File: config.mk
export PLATFORM = sky130hd
export DESIGN_NAME = mem_access_stage
export DESIGN_NICKNAME = d
export VERILOG_FILES = /design/src/rtl/mips_mem_pkg.sv /design/src/rtl/mem_lane_fmt.sv /design/src/rtl/mem_access_stage.sv
export SDC_FILE = /design/constraint.sdc
export NUM_CORES = 1
export LEC_CHECK = 0
export ABC_AREA = 1
export CAP_MARGIN = 20
export CORE_AREA = 5 5 139 141
export DETAILED_ROUTE_END_ITERATION = 12
export DIE_AREA = 0 0 144 146
export SKIP_CTS_REPAIR_TIMING = 1
export SYNTH_ARGS = -nofsm -noshare
export SYNTH_HDL_FRONTEND = slang
export SYNTH_HIERARCHICAL = 1
export SYNTH_SLANG_ARGS = --single-unit
File: constraint.sdc
create_clock -name clk -period 3.8 [get_ports clk]
set_input_delay 1.14 -clock clk [delete_from_list [all_inputs] [get_ports clk]]
set_output_delay 1.14 -clock clk [all_outputs]
set_load 0.01 [all_outputs]
File: src/rtl/mips_mem_pkg.sv
// Shared opcode constants, FSM state encoding and decode helpers for the MIPS
// data-memory access stage.
package mips_mem_pkg;

    localparam logic [5:0] OP_LB  = 6'h20;
    localparam logic [5:0] OP_LH  = 6'h21;
    localparam logic [5:0] OP_LW  = 6'h23;
    localparam logic [5:0] OP_LBU = 6'h24;
    localparam logic [5:0] OP_LHU = 6'h25;
    localparam logic [5:0] OP_SB  = 6'h28;
    localparam logic [5:0] OP_SH  = 6'h29;
    localparam logic [5:0] OP_SW  = 6'h2B;

    typedef enum logic [1:0] {
        S_IDLE = 2'd0,
        S_REQ  = 2'd1,
        S_DONE = 2'd2
    } state_t;

    function automatic logic is_load(input logic [5:0] op);
        return (op == OP_LB) || (op == OP_LH) || (op == OP_LW) ||
               (op == OP_LBU) || (op == OP_LHU);
    endfunction

    function automatic logic is_store(input logic [5:0] op);
        return (op == OP_SB) || (op == OP_SH) || (op == OP_SW);
    endfunction

    // Halfword accesses need an even address, word accesses a multiple of four.
    function automatic logic is_misaligned(input logic [5:0] op, input logic [1:0] a);
        logic mis;
        mis = 1'b0;
        case (op)
            OP_LH, OP_LHU, OP_SH: mis = a[0];
            OP_LW, OP_SW:         mis = (a != 2'b00);
            default:              mis = 1'b0;
        endcase
        return mis;
    endfunction

endpackage

File: src/rtl/mem_lane_fmt.sv
// Byte-lane steering for the data-memory bus: store byte enables and replicated
// write data, plus extraction and sign/zero extension of load data.
module mem_lane_fmt (
    input  logic [5:0]  opcode,
    input  logic [1:0]  a,
    input  logic [31:0] rt,
    input  logic [31:0] rdata,
    output logic [3:0]  be,
    output logic [31:0] wdata,
    output logic [31:0] load_data
);
    import mips_mem_pkg::*;

    logic [7:0]  byte_sel;
    logic [15:0] half_sel;

    always_comb begin
        byte_sel = rdata[7:0];
        case (a)
            2'd0:    byte_sel = rdata[7:0];
            2'd1:    byte_sel = rdata[15:8];
            2'd2:    byte_sel = rdata[23:16];
            default: byte_sel = rdata[31:24];
        endcase
        half_sel = a[1] ? rdata[31:16] : rdata[15:0];
    end

    always_comb begin
        be        = 4'b0000;
        wdata     = 32'h0;
        load_data = 32'h0;
        case (opcode)
            OP_SB: begin
                be    = 4'b0001 << a;
                wdata = {4{rt[7:0]}};
            end
            OP_SH: begin
                be    = a[1] ? 4'b1100 : 4'b0011;
                wdata = {2{rt[15:0]}};
            end
            OP_SW: begin
                be    = 4'b1111;
                wdata = rt;
            end
            OP_LB: begin
                be        = 4'b1111;
                load_data = {{24{byte_sel[7]}}, byte_sel};
            end
            OP_LBU: begin
                be        = 4'b1111;
                load_data = {24'h0, byte_sel};
            end
            OP_LH: begin
                be        = 4'b1111;
                load_data = {{16{half_sel[15]}}, half_sel};
            end
            OP_LHU: begin
                be        = 4'b1111;
                load_data = {16'h0, half_sel};
            end
            OP_LW: begin
                be        = 4'b1111;
                load_data = rdata;
            end
            default: ;
        endcase
    end

endmodule

File: src/rtl/mem_access_stage.sv
// MEM stage of the multi-cycle MIPS datapath: req/ack data-memory transaction with
// upstream stall. Define MEM_ALIGN_CHECK_EN to trap misaligned accesses via align_err.
module mem_access_stage #(
    parameter int ADDR_W = 32
) (
    input  logic              clk,
    input  logic              reset,
    input  logic [31:0]       instr_m,
    input  logic [31:0]       pc4_m,
    input  logic [31:0]       alu_m,
    input  logic [31:0]       rt_m,
    input  logic [31:0]       mem_rdata,
    input  logic              mem_ack,
    output logic              mem_req,
    output logic              mem_we,
    output logic [ADDR_W-1:0] mem_addr,
    output logic [3:0]        mem_be,
    output logic [31:0]       mem_wdata,
    output logic              stall,
    output logic [31:0]       instr_out,
    output logic [31:0]       pc4_out,
    output logic [31:0]       alu_out,
    output logic [31:0]       memdata_out,
    output logic              align_err
);
    import mips_mem_pkg::*;

    state_t      state, state_next;
    logic [31:0] rdata_q;
    logic [5:0]  opcode;
    logic        is_mem;
    logic        misaligned;
    logic [3:0]  fmt_be;
    logic [31:0] fmt_wdata;
    logic [31:0] fmt_load;

    assign opcode    = instr_m[31:26];
    assign is_mem    = is_load(opcode) || is_store(opcode);
    assign instr_out = instr_m;
    assign pc4_out   = pc4_m;
    assign alu_out   = alu_m;
    assign mem_addr  = {alu_m[ADDR_W-1:2], 2'b00};

    mem_lane_fmt u_lane_fmt (
        .opcode    (opcode),
        .a         (alu_m[1:0]),
        .rt        (rt_m),
        .rdata     (mem_rdata),
        .be        (fmt_be),
        .wdata     (fmt_wdata),
        .load_data (fmt_load)
    );

`ifdef MEM_ALIGN_CHECK_EN
    logic err_q;

    assign misaligned = is_misaligned(opcode, alu_m[1:0]);
    assign align_err  = reset && (state == S_DONE) && err_q;

    always_ff @(posedge clk) begin
        if (!reset) begin
            err_q <= 1'b0;
        end else if (state == S_IDLE) begin
            err_q <= is_mem && misaligned;
        end
    end
`else
    assign misaligned = 1'b0;
    assign align_err  = 1'b0;
`endif

    // rdata_q is cleared in IDLE so a trapped access shows zero data in DONE.
    always_ff @(posedge clk) begin
        if (!reset) begin
            state   <= S_IDLE;
            rdata_q <= 32'h0;
        end else begin
            state <= state_next;
            if (state == S_REQ && mem_ack) begin
                rdata_q <= is_load(opcode) ? fmt_load : 32'h0;
            end else if (state == S_IDLE) begin
                rdata_q <= 32'h0;
            end
        end
    end

    always_comb begin
        state_next  = state;
        stall       = 1'b0;
        mem_req     = 1'b0;
        mem_we      = 1'b0;
        mem_be      = 4'b0000;
        mem_wdata   = 32'h0;
        memdata_out = 32'h0;
        case (state)
            S_IDLE:  if (is_mem) state_next = misaligned ? S_DONE : S_REQ;
            S_REQ:   if (mem_ack) state_next = S_DONE;
            S_DONE:  state_next = S_IDLE;
            default: state_next = S_IDLE;
        endcase
        // Outputs hold their reset values for as long as reset is low.
        if (reset) begin
            case (state)
                S_IDLE: stall = is_mem;
                S_REQ: begin
                    stall     = 1'b1;
                    mem_req   = 1'b1;
                    mem_we    = is_store(opcode);
                    mem_be    = fmt_be;
                    mem_wdata = fmt_wdata;
                end
                S_DONE:  memdata_out = rdata_q;
                default: ;
            endcase
        end
    end

endmodule

==> out/results.ini, run 1 <==
[placement]
gp_congestion=0.883
port_buffers=153
dp_hpwl_um=13100
dp.cells=1005

[power]
comb_power_share=0.271
leakage_nw=2.91
ir_drop_v=0.000206
p_per_area_mw_per_mm2=187
power.clock.fraction=0.390
power.internal_mw=0.749
p_sw_mw=0.310
swShare=0.292
power_mw=1.06
seqPwrFrac=0.339

[finish]
nNetsFinal=954
fillers=1962
stdcell_count=1021
syn2layout_area_growth_pct=28.6
n_antenna_cell=0
final_util=0.317
drive_above_1_share=0.140

[sta]
hold_viol_final=0
relSlewSlack=0.520
timing.fmax_mhz=271
fin_skew_ps=3.84
fin_crit_sh=0.970
worst-slew-pin-transition_ps=719
tns_ps=0
period_minus_slack_ps=3690
holdWs_ps=489
drv_slew=0
setup_violations=0

[grt]
grt_pass1_vias=4651
grt_max_degree=41
grt-ovfl-total=0
grt_util_all_layers=0.149
antenna_found_initial=3
grt_pass1_wl_um=25200

[critical_path]
worstPathArrival_ps=2550
endpoint_kind=output pin
crit_fanout=4
cp-start-kind=input port
critPathRequiredTime_ps=2660
r2r_slack_ps=2240
path_class=input port to output pin

[drt]
vias=4769
drtIter0Drc=278
first_pass_iters=5
finalWirelength_um=16600
drc=0
wl_per_cell_um=16.2
ant_nets=0
viasPerCell=4.67

[clock_network]
clkLatencyLatePin_ps=280
htreeDepth=2
cts_made_buffers=5
clock-root-buffer=clkbuf_16
cts_sinks=34
clk_pin_slew_ps=50
cts_tree=done
clk_path_buf_depth=2

[floorplanning]
start_util=0.247
row_count=49
io_pins=363
fp.dieArea_mm2=0.0210
core_mm2=0.0178
chipHeight_um=146
die_w_um=144

[synth]
synth.area.top_cells=buf_4 22%, nand2_1 17%, dfxtp_1 15%
synthCells=749
yosys.cell_types.count=30
yosysTopAreaCell=buf_4
yosys_warnings=6
syn_avg_cell_area_um2=5.88
synth-seq-cells=34
synth_area_mm2=0.00440
netlist.area_leader.share=0.223
yosysSeqAreaShare=0.155

[flow_run]
cap_violations=0

[outcome]
status=finished clean

[min_path]
hold_class=flip-flop to flip-flop

## cell usage after synthesis (all sizes together)
master and n:
o22ai 32, buf 160, o21ai 9, nand4 4
nor2 114, dfxtp 34, a21oi 9, conb 1
clkbuf 8, nand3 104, o211ai 10, and2 1
inv 52, nor3 2, nand2 205, nand3b 4
## worst max-delay path, cell delays in order
cell	delay [ps]
dlymetal6s2s_1	140
buf_4	160
nor2_8	130
nand3_4	110
nor2_4	140
buf_4	140
buf_4	100
nand2_1	70
o211ai_1	90
nand2_1	80
nor2_1	110
clkbuf_2	140
## cells in the final DEF (no fill, tap or decap), types with 2 or more instances in the layout
master and instances:
nand2_1 198, clkdlybuf4s50_1 107, nand3_1 102, nor2_1 95, buf_4 45, inv_1 42, dlymetal6s2s_1 35, dfxtp_1 34
o22ai_1 27, nor2_2 12, o211ai_1 10, inv_2 8, a21oi_1 8, clkbuf_2 7, o21ai_0 7, nor2_4 6
o22ai_2 5, clkbuf_16 5, nand2_4 4, nand4_1 4, nand3b_1 4, conb_1 3, buf_2 3, buf_12 3
nor3_1 2, nand2_2 2, nor2_8 2, o21ai_1 2
## power groups by stage
stage	clock, mW	sequential [mW]	combinational (mW)
final	0.413	0.359	0.287
after global routing	0.432	0.359	0.313
after CTS	0.419	0.359	0.284
after detailed placement	0	0.367	0.282
after global placement	0	0.367	0.282
after floorplan	0	0.366	0.261
## metal layers
metal | wire length [um] | part of all wire | GRT usage
met3 | 1770 | 0.11 | 0.0575
met1 | 6000 | 0.36 | 0.164
met4 | 703 | 0.042 | 0.0617
met2 | 8040 | 0.49 | 0.254
met5 | 34 | 0.0021 | 0
## registers in the layout, indices dropped and copies added (netlist names)
| register | cells |
|---|---|
| rdata_q | 32 |
| state | 2 |
## area by class of cell
type / count / area [um2] / share of cell area
inverter: 52 / 205 / 0.0362
tap: 229 / 287 / 0.0506
timing repair buffer: 200 / 1960 / 0.346
multi-input combinational: 498 / 2380 / 0.421
sequential: 34 / 681 / 0.120
clock buffer: 6 / 139 / 0.0245
clock inverter: 2 / 12.5 / 0.00221
## metrics by stage
stage,setup slack (ps),instance area (um2)
global route,-0.640,5660
CTS,-639,5510
finish,114,5660
global placement,-627,5360
detailed placement,-622,5360
floorplan,591,4410
## cells by family (layout without fill, tap and decap cells)
logic type	after synthesis	count (layout)	synth area share
AOI/OAI and AO/OA	60	60	0.0909
buffers and inverters	220	260	0.319
and+or+nand+nor	434	435	0.435
other	1	3	0.000851
DFF	34	34	0.155
## path summary, 6_finish.rpt
check | cells past startpoint | from | to
setup / recovery | 12 | instr_m[30] | mem_wdata[20]
hold / removal | 2 | rdata_q[27] | rdata_q[27]
setup reg to reg | 4 | state[0] | rdata_q[10]
hold reg to reg | 2 | rdata_q[27] | rdata_q[27]
No activity file was read; power rests on OpenSTA's default activity.
==> run 2: changes to the inputs <==
--- a/config.mk
+++ b/config.mk
@@ -7,11 +7,12 @@
 export LEC_CHECK = 0
 export ABC_AREA = 1
 export CAP_MARGIN = 20
-export CORE_AREA = 5 5 139 141
+export CORE_AREA = 5 5 137 139
+export CTS_CLUSTER_SIZE = 24
 export DETAILED_ROUTE_END_ITERATION = 12
-export DIE_AREA = 0 0 144 146
+export DIE_AREA = 0 0 142 144
+export PLACE_DENSITY = 0.65
 export SKIP_CTS_REPAIR_TIMING = 1
 export SYNTH_ARGS = -nofsm -noshare
 export SYNTH_HDL_FRONTEND = slang
-export SYNTH_HIERARCHICAL = 1
 export SYNTH_SLANG_ARGS = --single-unit
==> run 2 against run 1 <==
- sequential share of layout area is 0.050 points lower
- register-to-register slack better by 150 ps
- flip-flop and latch count stayed put
- wire length is 6.0% lower
- non-clock buffer count is 6 higher
- critical path type unchanged
- design area is 0.42% higher
- synthesized area is 2.5% lower
- clock skew hardly changed
==> out/results.ini, run 2 <==
[critical_path]
worstPathArrival_ps=2510  ; was 2550 ps
cp_num_buf_inv=4  ; was 5
critPathRequiredTime_ps=2660  ; about the same
slowest_stage=clkdlybuf4s50_1  ; was buf_4
path_class=input port to output pin  ; unchanged
max_stage_delay_ps=550  ; was 160 ps
critPathMostFrequentCell=nand2_1  ; was buf_4
cp_top_family=buffers and inverters  ; unchanged
crit_fanout=5  ; was 4
endpoint_kind=output pin  ; unchanged
cp-start-kind=input port  ; unchanged
crit_chain=clkdlybuf4s50_1 -> buf_4 -> nor2_1 -> nand2_1 -> nand4_1 -> nand2_1 -> inv_1 -> dlymetal6s2s_1  ; was dlymetal6s2s_1 -> buf_4 -> nor2_8 -> nand3_4 -> nor2_4 -> buf_4 -> buf_4 -> nand2_1 -> o211ai_1 -> nand2_1 -> nor2_1 -> clkbuf_2

[finish]
top_register=rdata_q  ; unchanged
final_common_cell=nand2_1  ; unchanged
stdcell_count=1045  ; was 1,021
final_cell_mix=234 x nand2_1, 107 x clkdlybuf4s50_1, 102 x nor2_1  ; was 198 x nand2_1, 107 x clkdlybuf4s50_1, 102 x nand3_1
nNetsFinal=976  ; was 954
top_regs=rdata_q: 32 flops, state: 2 flops  ; unchanged
multi_input_area_mm2=0.00220  ; was 0.00238 mm2
largest_register_ffs=32  ; unchanged
drive_above_1_share=0.143  ; was 0.140
fillers=1970  ; was 1,962
seq_area_um2=681  ; unchanged
syn2layout_area_growth_pct=32.4  ; was 28.6%

[min_path]
hold_class=flip-flop to flip-flop  ; unchanged

[placement]
dp.cells=1034  ; was 1,005
port_buffers=153  ; unchanged
gp_congestion=0.848  ; was 0.883
dp_hpwl_um=12600  ; was 13,100 um

[sta]
hold_viol_final=0  ; unchanged
period_minus_slack_ps=3650  ; was 3690 ps
rsz0062_at_grt=false
setup_violations=0  ; unchanged
fin_crit_sh=0.960  ; was 0.970
timing.fmax_mhz=274  ; was 271 MHz
drv_slew=0  ; unchanged
fin_skew_ps=3.66  ; was 3.84 ps

[power]
p_per_area_mw_per_mm2=204  ; was 187 mW/mm2
power.clock.fraction=0.461  ; was 0.390
ir_drop_v=0.000208  ; was 0.000206 V
comb_power_share=0.230  ; was 0.271
power_mw=1.16  ; was 1.06 mW
seqPwrFrac=0.308  ; was 0.339
swShare=0.254  ; was 0.292
leakage_nw=3.33  ; was 2.91 nW
p_sw_mw=0.295  ; was 0.310 mW
power.internal_mw=0.867  ; was 0.749 mW

[grt]
antenna_found_initial=2  ; was 3
grt_pass1_vias=4330  ; was 4,651
grt_util_all_layers=0.145  ; was 0.149
grt_max_degree=62  ; was 41
grt_pass1_wl_um=23500  ; was 25,200 um
grt-ovfl-total=0  ; unchanged

[drt]
drtIter0Drc=225  ; was 278
drc=0  ; unchanged
ant_nets=0  ; unchanged
vias=4485  ; was 4,769
viasPerCell=4.29  ; was 4.67
wl_per_cell_um=14.9  ; was 16.2 um
first_pass_iters=5  ; unchanged
finalWirelength_um=15600  ; was 16,600 um

[synth]
yosysTopAreaCell=buf_4  ; unchanged
synth_most_common_cell=nand2_1  ; unchanged
yosys_warnings=0  ; was 6
synth-main-ff-cell=dfxtp_1  ; unchanged
syn_avg_cell_area_um2=5.66  ; was 5.88 um2
synthCells=759  ; was 749
synth-seq-cells=34  ; unchanged
synth_edf_count=0  ; unchanged
synth-async-reset-ratio=0  ; unchanged
synth_common_cells=236 x nand2_1, 133 x buf_4, 105 x nor2_1  ; was 198 x nand2_1, 131 x buf_4, 102 x nand3_1, 102 x nor2_1, 43 x inv_1
synth.area.top_cells=buf_4 23%, nand2_1 21%, dfxtp_1 16%  ; was buf_4 22%, nand2_1 17%, dfxtp_1 15%
netlist.area_leader.share=0.233  ; was 0.223
synth_area_mm2=0.00429  ; was 0.00440 mm2
yosys.cell_types.count=26  ; was 30
yosysSeqAreaShare=0.159  ; was 0.155

[floorplanning]
start_util=0.245  ; was 0.247
core_mm2=0.0175  ; was 0.0178 mm2
fp.dieArea_mm2=0.0204  ; was 0.0210 mm2
io_pins=363  ; unchanged
row_count=49  ; unchanged
die_w_um=142  ; was 144 um
chipHeight_um=144  ; was 146 um

[clock_network]
clock-root-buffer=clkbuf_16  ; unchanged
clkLatencyLatePin_ps=280  ; about the same
clk_path_buf_depth=2  ; unchanged
cts_made_buffers=5  ; unchanged
cts_sinks=34  ; unchanged
clk_pin_slew_ps=60  ; was 50 ps
htreeDepth=2  ; unchanged
cts_tree=done  ; unchanged

[outcome]
status=finished clean  ; unchanged

[flow_run]
cap_violations=0  ; unchanged

run 2: final cells by class:
type	instances	area share
clock inverter	3	0.0121
inverter	79	0.0530
clock buffer	5	0.0220
timing repair buffer	206	0.355
sequential	34	0.120
multi-input combinational	487	0.387
antenna	2	0.000880
tap	229	0.0504
run 2: tightest hold or removal path, cell delays in order, from the launching register on:
cell and delay, ps:
dfxtp_1 310, nand3_1 70, nand2_1 50
run 2: path summary, 6_finish.rpt:
check,to,depth (start not counted),slack [ps],startpoint
max,mem_be[2],8,150,alu_m[0]
min reg2reg,rdata_q[4],2,480,rdata_q[4]
max reg2reg,rdata_q[21],7,2390,state[0]
min,rdata_q[4],2,480,rdata_q[4]
run 2: cells by family after synthesis:
family / count (synthesis) / share of synthesized area
compound gates: 53 / 0.0801
buf+inv: 240 / 0.340
flops: 34 / 0.159
other cells: 1 / 0.000873
simple gates: 431 / 0.421
run 2: power by group through the flow:
stage          Sequential (mW)  Clock, mW  Combinational (mW)
6_report                 0.358      0.536               0.268
5_1_grt                  0.358      0.558               0.293
4_1_cts                  0.358      0.542               0.268
3_5_place_dp             0.366          0               0.266
3_3_place_gp             0.366          0               0.265
2_1_floorplan            0.366          0               0.240
run 2: through the flow:
stage	worst slack, ps	setup TNS [ps]	util	hold slack [ps]	cell area [um2]
floorplan	531	0	-	450	4300
global placement	-524	-17180	0.307	462	5380
detailed placement	-591	-18720	0.307	468	5380
CTS	-617	-19410	0.318	478	5570
global route	67.6	0	0.324	488	5680
finish	151	0	0.324	477	5690
run 2: routing by layer:
metal,up-vias,GRT usage,part of all wire
li1,2290,-,-
met1,1936,0.162,0.37
met2,193,0.249,0.50
met3,64,0.0456,0.091
met4,2,0.0722,0.044
met5,-,0,0.00071
==> run 3: changes to the inputs <==
--- a/config.mk
+++ b/config.mk
@@ -11,6 +11,7 @@
 export CTS_CLUSTER_SIZE = 24
 export DETAILED_ROUTE_END_ITERATION = 12
 export DIE_AREA = 0 0 142 144
+export HOLD_SLACK_MARGIN = 0.1
 export PLACE_DENSITY = 0.65
 export SKIP_CTS_REPAIR_TIMING = 1
 export SYNTH_ARGS = -nofsm -noshare
==> constraint.sdc (replaced) <==
create_clock -name clk -period 3.6 [get_ports clk]
set_input_delay 1.08 -clock clk [delete_from_list [all_inputs] [get_ports clk]]
set_output_delay 1.08 -clock clk [all_outputs]
set_load 0.01 [all_outputs]
==> run 3 against run 2 <==
- clock power shrank 20%
- critical endpoint is now mem_wdata[28]
- critical path depth is 7 higher
- flip-flop and latch count did not move
- largest power group unchanged
- highest routed layer unchanged
- design area shrank 0.22%
- largest cell class unchanged
- die area did not move
- sequential share of layout area barely moved
- first-iteration DRC count is 24% higher
==> out/results.ini, run 3 (synthesis gave the netlist of run 2 again) <==
[clock_network]
clkLatencyLatePin_ps=280  ; about the same
htreeDepth=2  ; unchanged
cts_made_buffers=5  ; unchanged
clock-root-buffer=clkbuf_16  ; unchanged
cts_sinks=34  ; unchanged
clk_path_buf_depth=2  ; unchanged
clk_pin_slew_ps=50  ; was 60 ps
cts_tree=done  ; unchanged

[critical_path]
critPathMostFrequentCell=nand2_1  ; unchanged
path_class=input port to output pin  ; unchanged
worstPathArrival_ps=2410  ; was 2510 ps
max_stage_delay_ps=180  ; was 550 ps
crit_chain=dlymetal6s2s_1 -> inv_2 -> nor2_4 -> buf_6 -> buf_4 -> nand2_2 -> nor2_4 -> buf_6 -> nand2_1 -> nand2_1 -> inv_1 -> nand2_1 -> nand2_1 -> inv_1 -> dlymetal6s2s_1  ; was clkdlybuf4s50_1 -> buf_4 -> nor2_1 -> nand2_1 -> nand4_1 -> nand2_1 -> inv_1 -> dlymetal6s2s_1
cp-start-kind=input port  ; unchanged
crit_fanout=5  ; unchanged
slowest_stage=nor2_4  ; was clkdlybuf4s50_1
endpoint_kind=output pin  ; unchanged
critPathRequiredTime_ps=2520  ; was 2660 ps

[finish]
largest_register_ffs=32  ; unchanged
top_register=rdata_q  ; unchanged
drive_above_1_share=0.163  ; was 0.143
seq_area_um2=681  ; unchanged
fillers=1953  ; was 1,970
multi_input_area_mm2=0.00223  ; was 0.00220 mm2
nNetsFinal=980  ; was 976
top_regs=rdata_q: 32 flops, state: 2 flops  ; unchanged
finalInstanceArea_mm2=0.00567  ; was 0.00569 mm2
syn2layout_area_growth_pct=32.1  ; was 32.4%
final_common_cell=nand2_1  ; unchanged
final_cell_mix=232 x nand2_1, 106 x clkdlybuf4s50_1, 100 x nor2_1  ; was 234 x nand2_1, 107 x clkdlybuf4s50_1, 102 x nor2_1

[grt]
grt_util_all_layers=0.143  ; was 0.145
grt_max_degree=44  ; was 62
grt_pass1_wl_um=23200  ; was 23,500 um
grt-ovfl-total=0  ; unchanged
antenna_found_initial=1  ; was 2
grt_pass1_vias=4299  ; was 4,330

[sta]
hold_viol_final=0  ; unchanged
drv_slew=0  ; unchanged
period_minus_slack_ps=3490
timing.fmax_mhz=287
holdWs_ps=480  ; was 477 ps
fin_ws_ps=115  ; was 151 ps
fin_skew_ps=2.18  ; was 3.66 ps
fin_crit_sh=0.968
setup_violations=0  ; unchanged
tns_ps=0  ; unchanged

[floorplanning]
start_util=0.245  ; unchanged
row_count=49  ; unchanged
chipHeight_um=144  ; unchanged
io_pins=363  ; unchanged
fp.dieArea_mm2=0.0204  ; unchanged
die_w_um=142  ; unchanged
core_mm2=0.0175  ; unchanged

[placement]
dp_worst_setup_slack_ps=-696  ; was -591 ps
postPlaceCellArea_mm2=0.00536  ; was 0.00538 mm2
dp_hpwl_um=12800  ; was 12,600 um
port_buffers=153  ; unchanged
gp_congestion=0.846  ; was 0.848

[power]
ir_drop_v=0.000153  ; was 0.000208 V
p_per_area_mw_per_mm2=194  ; was 204 mW/mm2
leakage_nw=3.24  ; was 3.33 nW

[outcome]
status=finished clean  ; unchanged

[drt]
first_pass_iters=6  ; was 5
ant_nets=0  ; unchanged
finalWirelength_um=15900  ; was 15,600 um
vias=4518  ; was 4,485
wl_per_cell_um=15.2  ; was 14.9 um
drc=0  ; unchanged
viasPerCell=4.31  ; was 4.29
drtIter0Drc=280  ; was 225

[flow_run]
cap_violations=0  ; unchanged

[min_path]
hold_class=flip-flop to flip-flop  ; unchanged

## run 3: path summary, 6_finish.rpt
path / startpoint / to / slack (ps) / depth (start not counted)
worst max-delay path: instr_m[31] / mem_wdata[28] / 110 / 15
worst min register to register: rdata_q[3] / rdata_q[3] / 480 / 2
worst min-delay path: rdata_q[3] / rdata_q[3] / 480 / 2
worst max register to register: state[0] / rdata_q[21] / 2210 / 7
## run 3: critical path, delay by kind of cell
kind,cells,cell delay (ps)
buf+inv,8,730
simple gates,7,570
## run 3: where the power goes
part           leakage [nW]  total (mW)  internal [mW]  switching (mW)
registers             0.274       0.378          0.378        0.000704
clock network        0.0739       0.430          0.274           0.156
logic                  2.89       0.293          0.144           0.149
## run 3: layer usage
layer / routed length, um / up-vias / GRT usage
met5: 11 / - / 0
met1: 5830 / 1965 / 0.157
met2: 7880 / 186 / 0.247
met4: 701 / 2 / 0.0753
met3: 1530 / 61 / 0.0476
li1: - / 2304 / -
## run 3: final cells by class
cell class | instances | share of cell area
Sequential cell | 34 | 0.120
Clock buffer | 7 | 0.0251
Timing Repair Buffer | 210 | 0.356
Inverter | 79 | 0.0532
Multi-Input combinational cell | 487 | 0.393
Antenna cell | 2 | 0.000882
Tap cell | 229 | 0.0505
Clock inverter | 1 | 0.000882
## run 3: stage by stage
stage | cells | utilization | power [mW]
2_1_floorplan | 761 | - | 0.640
4_1_cts | 1041 | 0.314 | 1.10
3_3_place_gp | 1033 | 0.306 | 0.667
5_1_grt | 1047 | 0.323 | 1.15
6_report | 1049 | 0.324 | 1.10
3_5_place_dp | 1033 | 0.306 | 0.667
